File: config.mk
export PLATFORM = sky130hd
export DESIGN_NAME = lcd_frame_ctrl
export DESIGN_NICKNAME = d
export VERILOG_FILES = /design/src/rtl/lcd_pkg.sv /design/src/rtl/lcd_init_rom.sv /design/src/rtl/lcd_frame_ctrl.sv
export SDC_FILE = /design/constraint.sdc
export NUM_CORES = 1
export LEC_CHECK = 0
export BUFFER_PORTS_ARGS = -buffer_cell sky130_fd_sc_hd__clkbuf_2
export CAP_MARGIN = 10
export CELL_PAD_IN_SITES_DETAIL_PLACEMENT = 1
export CELL_PAD_IN_SITES_GLOBAL_PLACEMENT = 1
export CORE_MARGIN = 2
export CORE_UTILIZATION = 30
export DETAILED_ROUTE_END_ITERATION = 8
export HOLD_SLACK_MARGIN = 0.02
export PLACE_DENSITY_LB_ADDON = 0.1
export RECOVER_POWER = 100
export SLEW_MARGIN = 20
export SYNTH_ARGS = -nofsm -noshare
export SYNTH_HDL_FRONTEND = slang
export SYNTH_HIERARCHICAL = 1
export SYNTH_SLANG_ARGS = --single-unit
File: constraint.sdc
create_clock -name clk -period 4.7 [get_ports clk]
set_input_delay 0.94 -clock clk [delete_from_list [all_inputs] [get_ports clk]]
set_output_delay 0.94 -clock clk [all_outputs]
set_load 0.02 [all_outputs]
File: src/rtl/lcd_pkg.sv
// Shared definitions for the LCD frame controller.
//   - lcd_state_e  : controller state encoding
//   - entry_type_e : init-ROM entry type field {type[1:0]}
//   - OP_RAMWR     : memory-write command that opens every frame
//   - ROM geometry and a default init program
package lcd_pkg;

    typedef enum logic [2:0] {
        ST_INIT_FETCH = 3'd0,
        ST_INIT_SEND  = 3'd1,
        ST_INIT_DELAY = 3'd2,
        ST_IDLE       = 3'd3,
        ST_WR_CMD     = 3'd4,
        ST_PIX_HI     = 3'd5,
        ST_PIX_LO     = 3'd6
    } lcd_state_e;

    typedef enum logic [1:0] {
        ENT_CMD   = 2'b00,
        ENT_DATA  = 2'b01,
        ENT_DELAY = 2'b10,
        ENT_END   = 2'b11
    } entry_type_e;

    localparam logic [7:0] OP_RAMWR  = 8'h2C;

    localparam int ROM_AW    = 4;
    localparam int ROM_DEPTH = 16;
    localparam int ENTRY_W   = 10;

    // Entry 0 sits in the least-significant 10 bits.
    // Program: cmd 0x11, delay 2 ticks, cmd 0x29, end (rest padded with end).
    localparam logic [ROM_DEPTH*ENTRY_W-1:0] ROM_DEFAULT =
        {{12{10'h300}}, 10'h300, 10'h029, 10'h202, 10'h011};

    // Split a ROM word into its type field.
    function automatic entry_type_e entry_type(input logic [ENTRY_W-1:0] word);
        return entry_type_e'(word[9:8]);
    endfunction

endpackage

File: src/rtl/lcd_init_rom.sv
// Init-sequence ROM: synchronous read, one-cycle latency.
// Contents are supplied as a packed hex parameter (entry 0 in the LSBs),
// each entry being {type[1:0], byte[7:0]}.
// Ports:
//   clk   : clock
//   rst_n : asynchronous active-low reset (clears the read register)
//   addr  : entry address
//   rdata : entry at the address presented on the previous rising edge
module lcd_init_rom
    import lcd_pkg::*;
#(
    parameter logic [ROM_DEPTH*ENTRY_W-1:0] INIT_HEX = ROM_DEFAULT
) (
    input  logic                clk,
    input  logic                rst_n,
    input  logic [ROM_AW-1:0]   addr,
    output logic [ENTRY_W-1:0]  rdata
);

    // Registered ROM read.
    always_ff @(posedge clk or negedge rst_n) begin
        if (!rst_n) begin
            rdata <= 10'd0;
        end else begin
            rdata <= INIT_HEX[int'(addr) * ENTRY_W +: ENTRY_W];
        end
    end

endmodule

File: src/rtl/lcd_frame_ctrl.sv
// LCD frame controller: plays an init program from ROM to the PHY, then on
// each enabled frame-mark strobe streams one frame of RGB565 pixels as
// command 0x2C followed by hi/lo byte pairs.
// Ports:
//   clk, rst_n      : clock, asynchronous active-low reset
//   phy_data/rs/valid, phy_ready : byte stream to the PHY (valid/ready)
//   phy_fmark_stb   : tearing strobe, starts a frame when idle and enabled
//   px_data/valid, px_ready      : pixel input (valid/ready)
//   en              : frame refresh enable
//   init_done       : sticky, init program finished
//   frame_stb       : pulses on the cycle the last byte of a frame transfers
module lcd_frame_ctrl
    import lcd_pkg::*;
#(
    parameter int H_RES      = 320,
    parameter int V_RES      = 240,
    parameter int DELAY_UNIT = 1024,
    parameter logic [ROM_DEPTH*ENTRY_W-1:0] INIT_HEX = ROM_DEFAULT
) (
    input  logic        clk,
    input  logic        rst_n,
    output logic [7:0]  phy_data,
    output logic        phy_rs,
    output logic        phy_valid,
    input  logic        phy_ready,
    input  logic        phy_fmark_stb,
    input  logic [15:0] px_data,
    input  logic        px_valid,
    output logic        px_ready,
    input  logic        en,
    output logic        init_done,
    output logic        frame_stb
);

    localparam int NPIX = H_RES * V_RES;
    localparam int PCW  = (NPIX > 1) ? $clog2(NPIX) : 1;
    localparam int DW   = 8 + $clog2(DELAY_UNIT + 1);
    localparam logic [PCW-1:0] LAST_PIX   = PCW'(NPIX - 1);
    localparam logic [DW-1:0]  DLY_UNIT_W = DW'(DELAY_UNIT);

    lcd_state_e        state_r, state_nx_s;
    logic [ROM_AW-1:0] addr_r, addr_nx_s;
    logic              fetch_ph_r, fetch_ph_nx_s;
    logic [DW-1:0]     dly_cnt_r, dly_cnt_nx_s;
    logic [PCW-1:0]    pix_cnt_r, pix_cnt_nx_s;
    logic [15:0]       px_lat_r, px_lat_nx_s;
    logic              px_full_r, px_full_nx_s;
    logic              out_lo_r, out_lo_nx_s;
    logic [7:0]        phy_data_r, phy_data_nx_s;
    logic              phy_rs_r, phy_rs_nx_s;
    logic              phy_valid_r, phy_valid_nx_s;
    logic              px_ready_r, px_ready_nx_s;
    logic              init_done_r, init_done_nx_s;

    logic [ENTRY_W-1:0] rom_q_s;
    entry_type_e        ent_s;
    logic               xfer_s;
    logic               px_fire_s;
    logic               slot_free_s;

    lcd_init_rom #(
        .INIT_HEX (INIT_HEX)
    ) u_rom (
        .clk   (clk),
        .rst_n (rst_n),
        .addr  (addr_r),
        .rdata (rom_q_s)
    );

    assign ent_s       = entry_type(rom_q_s);
    assign xfer_s      = phy_valid_r & phy_ready;
    assign px_fire_s   = px_valid & px_ready_r;
    // The output byte register can take a new byte when empty or draining now.
    assign slot_free_s = ~phy_valid_r | xfer_s;

    // Next-state, next-output and datapath logic.
    always_comb begin
        state_nx_s     = state_r;
        addr_nx_s      = addr_r;
        fetch_ph_nx_s  = fetch_ph_r;
        dly_cnt_nx_s   = dly_cnt_r;
        px_lat_nx_s    = px_lat_r;
        px_full_nx_s   = px_full_r;
        out_lo_nx_s    = out_lo_r;
        phy_data_nx_s  = phy_data_r;
        phy_rs_nx_s    = phy_rs_r;
        phy_valid_nx_s = phy_valid_r;
        init_done_nx_s = init_done_r;

        // Count each transferred low byte; the count saturates on the last pixel.
        if (xfer_s && out_lo_r && (pix_cnt_r != LAST_PIX)) begin
            pix_cnt_nx_s = pix_cnt_r + PCW'(1);
        end else begin
            pix_cnt_nx_s = pix_cnt_r;
        end

        case (state_r)
            ST_INIT_FETCH: begin
                // Phase 0 presents the address, phase 1 sees the ROM word.
                if (!fetch_ph_r) begin
                    fetch_ph_nx_s = 1'b1;
                end else begin
                    fetch_ph_nx_s = 1'b0;
                    case (ent_s)
                        ENT_CMD, ENT_DATA: begin
                            phy_data_nx_s  = rom_q_s[7:0];
                            phy_rs_nx_s    = (ent_s == ENT_DATA);
                            phy_valid_nx_s = 1'b1;
                            state_nx_s     = ST_INIT_SEND;
                        end
                        ENT_DELAY: begin
                            dly_cnt_nx_s = DW'(rom_q_s[7:0]) * DLY_UNIT_W;
                            state_nx_s   = ST_INIT_DELAY;
                        end
                        ENT_END: begin
                            init_done_nx_s = 1'b1;
                            state_nx_s     = ST_IDLE;
                        end
                        default: begin
                            state_nx_s = ST_INIT_FETCH;
                        end
                    endcase
                end
            end

            ST_INIT_SEND: begin
                if (xfer_s) begin
                    phy_valid_nx_s = 1'b0;
                    addr_nx_s      = addr_r + ROM_AW'(1);
                    state_nx_s     = ST_INIT_FETCH;
                end else begin
                    state_nx_s = ST_INIT_SEND;
                end
            end

            ST_INIT_DELAY: begin
                // A count of 0 or 1 leaves after this single cycle.
                if (dly_cnt_r <= DW'(1)) begin
                    addr_nx_s  = addr_r + ROM_AW'(1);
                    state_nx_s = ST_INIT_FETCH;
                end else begin
                    dly_cnt_nx_s = dly_cnt_r - DW'(1);
                end
            end

            ST_IDLE: begin
                if (en && phy_fmark_stb) begin
                    phy_data_nx_s  = OP_RAMWR;
                    phy_rs_nx_s    = 1'b0;
                    phy_valid_nx_s = 1'b1;
                    out_lo_nx_s    = 1'b0;
                    state_nx_s     = ST_WR_CMD;
                end else begin
                    state_nx_s = ST_IDLE;
                end
            end

            ST_WR_CMD: begin
                if (xfer_s) begin
                    phy_valid_nx_s = 1'b0;
                    pix_cnt_nx_s   = '0;
                    state_nx_s     = ST_PIX_HI;
                end else begin
                    state_nx_s = ST_WR_CMD;
                end
            end

            ST_PIX_HI: begin
                // The previous low byte may still be on the PHY here; a pixel
                // accepted meanwhile waits in the latch.
                if (slot_free_s) begin
                    out_lo_nx_s = 1'b0;
                    if (px_full_r) begin
                        phy_data_nx_s  = px_lat_r[15:8];
                        phy_rs_nx_s    = 1'b1;
                        phy_valid_nx_s = 1'b1;
                        px_full_nx_s   = 1'b0;
                        state_nx_s     = ST_PIX_LO;
                    end else if (px_fire_s) begin
                        px_lat_nx_s    = px_data;
                        phy_data_nx_s  = px_data[15:8];
                        phy_rs_nx_s    = 1'b1;
                        phy_valid_nx_s = 1'b1;
                        state_nx_s     = ST_PIX_LO;
                    end else begin
                        phy_valid_nx_s = 1'b0;
                    end
                end else begin
                    if (px_fire_s) begin
                        px_lat_nx_s  = px_data;
                        px_full_nx_s = 1'b1;
                    end else begin
                        px_full_nx_s = px_full_r;
                    end
                end
            end

            ST_PIX_LO: begin
                // out_lo_r low: high byte on the PHY. High: last low byte of frame.
                if (!out_lo_r) begin
                    if (xfer_s) begin
                        phy_data_nx_s  = px_lat_r[7:0];
                        phy_rs_nx_s    = 1'b1;
                        phy_valid_nx_s = 1'b1;
                        out_lo_nx_s    = 1'b1;
                        if (pix_cnt_r != LAST_PIX) begin
                            state_nx_s = ST_PIX_HI;
                        end else begin
                            state_nx_s = ST_PIX_LO;
                        end
                    end else begin
                        state_nx_s = ST_PIX_LO;
                    end
                end else begin
                    if (xfer_s) begin
                        phy_valid_nx_s = 1'b0;
                        out_lo_nx_s    = 1'b0;
                        state_nx_s     = ST_IDLE;
                    end else begin
                        state_nx_s = ST_PIX_LO;
                    end
                end
            end

            default: begin
                state_nx_s     = ST_INIT_FETCH;
                addr_nx_s      = '0;
                fetch_ph_nx_s  = 1'b0;
                phy_valid_nx_s = 1'b0;
                out_lo_nx_s    = 1'b0;
            end
        endcase

        px_ready_nx_s = (state_nx_s == ST_PIX_HI) && !px_full_nx_s;
    end

    // State and datapath registers.
    always_ff @(posedge clk or negedge rst_n) begin
        if (!rst_n) begin
            state_r     <= ST_INIT_FETCH;
            addr_r      <= '0;
            fetch_ph_r  <= 1'b0;
            dly_cnt_r   <= '0;
            pix_cnt_r   <= '0;
            px_lat_r    <= 16'h0000;
            px_full_r   <= 1'b0;
            out_lo_r    <= 1'b0;
            phy_data_r  <= 8'h00;
            phy_rs_r    <= 1'b0;
            phy_valid_r <= 1'b0;
            px_ready_r  <= 1'b0;
            init_done_r <= 1'b0;
        end else begin
            state_r     <= state_nx_s;
            addr_r      <= addr_nx_s;
            fetch_ph_r  <= fetch_ph_nx_s;
            dly_cnt_r   <= dly_cnt_nx_s;
            pix_cnt_r   <= pix_cnt_nx_s;
            px_lat_r    <= px_lat_nx_s;
            px_full_r   <= px_full_nx_s;
            out_lo_r    <= out_lo_nx_s;
            phy_data_r  <= phy_data_nx_s;
            phy_rs_r    <= phy_rs_nx_s;
            phy_valid_r <= phy_valid_nx_s;
            px_ready_r  <= px_ready_nx_s;
            init_done_r <= init_done_nx_s;
        end
    end

    assign phy_data  = phy_data_r;
    assign phy_rs    = phy_rs_r;
    assign phy_valid = phy_valid_r;
    assign px_ready  = px_ready_r;
    assign init_done = init_done_r;
    // Must coincide with the transfer itself, so it is decoded from registers
    // and phy_ready rather than registered.
    assign frame_stb = xfer_s & out_lo_r & (pix_cnt_r == LAST_PIX);

endmodule

==> flow_summary.toml <==
[status]
status = "complete, but fails checks"
violations = "max-capacitance violations, max-slew violations"

[power]
p_per_area_mw_per_mm2 = 628.4
switching_share_pct = 42.54
ir_drop_mv = 0.2963
power.share.clock_pct = 23.7
power_frac_seq_pct = 37.8
net-switching-power_mw = 1.339
p_int_mw = 1.808
combPwrFrac_pct = 38.5
leakage_nw = 2.188
total_power_mw = 3.147

[worst_setup_path]
max_stage_delay_ps = 1770
critical_path_required_ps = 4940
end_kind = "flip-flop"
path_cells = "inv_1, o311ai_0, buf_8, o21ba_1, o22a_1"
crit_path_top_delay_cell = "o311ai_0"
criticalPathCategory = "flip-flop to flip-flop"
critPathLaunchType = "flip-flop"
path_max_fanout = 18
worst_ep_arrival_time_ps = 3770

[synth]
synth_cell_types = 72
async_reset_ff_share_pct = 100.0
ys_warn_count = 6
netlist_area_sq_mm = 0.004479
postSynthCellCount = 451
synth_top_area_share_pct = 44.69
syn_avg_cell_area_sq_um = 9.932
synth_seq_cells = 80
yosysMostFrequentCell = "dfrtp_1"
seq_area_frac_synth_pct = 44.69
synthTopCellsByCount = "80 x dfrtp_1, 35 x nor2_1, 30 x nand2_1, 23 x mux2_2, 22 x o21ai_1"
synthTopCellsByArea = "dfrtp_1 45%, mux2_2 5.8%, nor2_1 2.9%"
synth_area_leader_cell = "dfrtp_1"
synth_edf_count = 0
dominantRegCellSynth = "dfrtp_1"

[route]
drt-initial-drc-count = 171
via_per_inst = 5.341
dr_total_vias = 3541
route.detailed.drc = 0
finalWirelength_um = 11580
avgRoutedWirePerCell_um = 17.46
dr.pass1.iters = 4
drtAntennaViolNets = 0

[clock_tree]
cts_sinks = 80
clock-root-buffer = "clkbuf_16"
postCtsHoldBufs = 0
clock_latency_ps = 350
htree_levels = 3
cts_buffers = 9
clockBufferDepth = 2
cts_tree = "yes"
clk_pin_slew_ps = 70
cts-resized-gates = 0
cts_setup_buffers = 0

[timing]
period_minus_slack_ps = 3531
fin_setup_tns_ps = 0
setup_viol = 0
finalHoldViolCount = 0
max_slew_margin_pct = -42.81
period_share_pct = 75.13
slew_viol_final = 28
max_freq_mhz = 283.2
tightest_slew_ps = 2115
whs_ps = 474.0
rsz0062_at_grt = "false"
clock_skew_ps = 8.083

[cells_and_area]
nFillCells = 1662
multi_input_area_sq_mm = 0.002223
area_growth_pct = 11.79
nNetsFinal = 502
drive_gt1_share_pct = 15.45
regArea_sq_mm = 0.002002
antenna_cells = 0

[global_routing]
grt_usage_pct = 15.64
grt_antenna_before_repair = 0
grt_max_degree = 60
grt_pass1_vias = 3773
grt_first_pass_wirelength_um = 19980
grt_overflow = 0

[placement]
dp_hpwl_um = 8127
io_buffers = 34
place_congestion = 0.7414

[job]
max_cap_violations = 2

[floorplanning]
fp-row-count = 44
start_util_pct = 30.82
core_area_sq_mm = 0.01453
dieArea_sq_mm = 0.01592
die_h_um = 126.2
die-width_um = 126.2
ioPinCount = 35

[min_path]
min_path_type = "flip-flop to flip-flop"
## sequential cells by signal, summed over array words and instances, names as in the netlist, 3 cells and up
| name | count |
|---|---|
| u_rom/rdata | 6 |
| addr_r | 4 |
| state_r | 3 |
| dly_cnt_r | 19 |
| px_lat_r | 16 |
| phy_data | 8 |
| pix_cnt_r | 17 |
## worst max-delay path: cells and delay by family, from the launching register on
kind | cells | cell delay [ps]
AO/OA/AOI/OAI | 3 | 2100
buffers and inverters | 2 | 630
flip-flops | 1 | 690
## worst paths after layout
path	from	endpoint	slack, ps	cells past startpoint
hold / removal	init_done	init_done	470	1
max in group asynchronous	rst_n	u_rom/rdata[1]	2370	2
hold reg to reg	init_done	init_done	470	1
min in group asynchronous	rst_n	px_lat_r[14]	670	1
setup reg to reg	state_r[1]	dly_cnt_r[13]	1170	5
setup / recovery	state_r[1]	dly_cnt_r[13]	1170	5
## logic make-up after synthesis
family                   after synthesis  synth area share [%]
AO/OA/AOI/OAI                        130                 20.48
XOR/XNOR                              15                 2.933
adder cells (fa/ha/maj)                6                 1.676
buffers and inverters                 42                 4.721
flip-flops                            80                 44.69
multiplexers                          30                 7.374
other                                  1               0.08372
AND/OR/NAND/NOR                      147                 18.05
## metal layers
metal	up-vias	track usage (%)	routed length (um)
met5	-	0	0
met4	0	3.491	95
met3	7	4.036	364
met2	44	25.30	5571
met1	1785	21.13	5544
li1	1705	-	-
## final cells by class
cell class,instances,area share [%]
clock buffers,9,4.498
clock inverters,7,1.699
inverters,13,0.9745
multi-input cells,331,44.40
flip-flops and latches,80,39.98
well taps,184,4.598
repair buffers,39,3.848
## stage by stage
stage	cells	instance area (sq um)	util (%)	worst slack [ps]
finish	663	5007	34.45	1169
global placement	646	4757	32.73	1737
global route	663	5007	34.45	772.4
CTS	662	5067	34.87	1633
floorplan	453	4487	-	1823
detailed placement	646	4757	32.73	1678
## cells in the final DEF, fill, tap and decap left out, types with 6 or more instances in the layout
cell type / synthesis / routed
inv_1: 13 / 13
o21ai_1: 22 / 8
nand2b_1: 6 / 6
o21ai_0: 19 / 33
ha_1: 6 / 6
nand4_1: 8 / 8
xor2_1: 15 / 15
clkbuf_16: 0 / 9
nand3_1: 8 / 8
mux2_2: 23 / 23
o31ai_1: 5 / 6
clkbuf_2: 0 / 19
clkbuf_1: 9 / 16
dfrtp_1: 80 / 80
mux2i_1: 6 / 6
a31oi_1: 8 / 8
nand2_1: 30 / 31
nor3_1: 13 / 13
a21oi_1: 17 / 18
nor2_1: 35 / 35
o211ai_1: 5 / 6
## power groups by stage
| stage | clock network [mW] | logic, mW | registers, mW |
|---|---|---|---|
| 5_1_grt | 0.799 | 1.38 | 1.24 |
| 6_report | 0.745 | 1.21 | 1.19 |
| 3_5_place_dp | 0 | 1.28 | 1.21 |
| 2_1_floorplan | 0 | 1.03 | 1.10 |
| 4_1_cts | 0.774 | 1.29 | 1.20 |
| 3_3_place_gp | 0 | 1.26 | 1.20 |
Power figures use the tool's default switching activity.
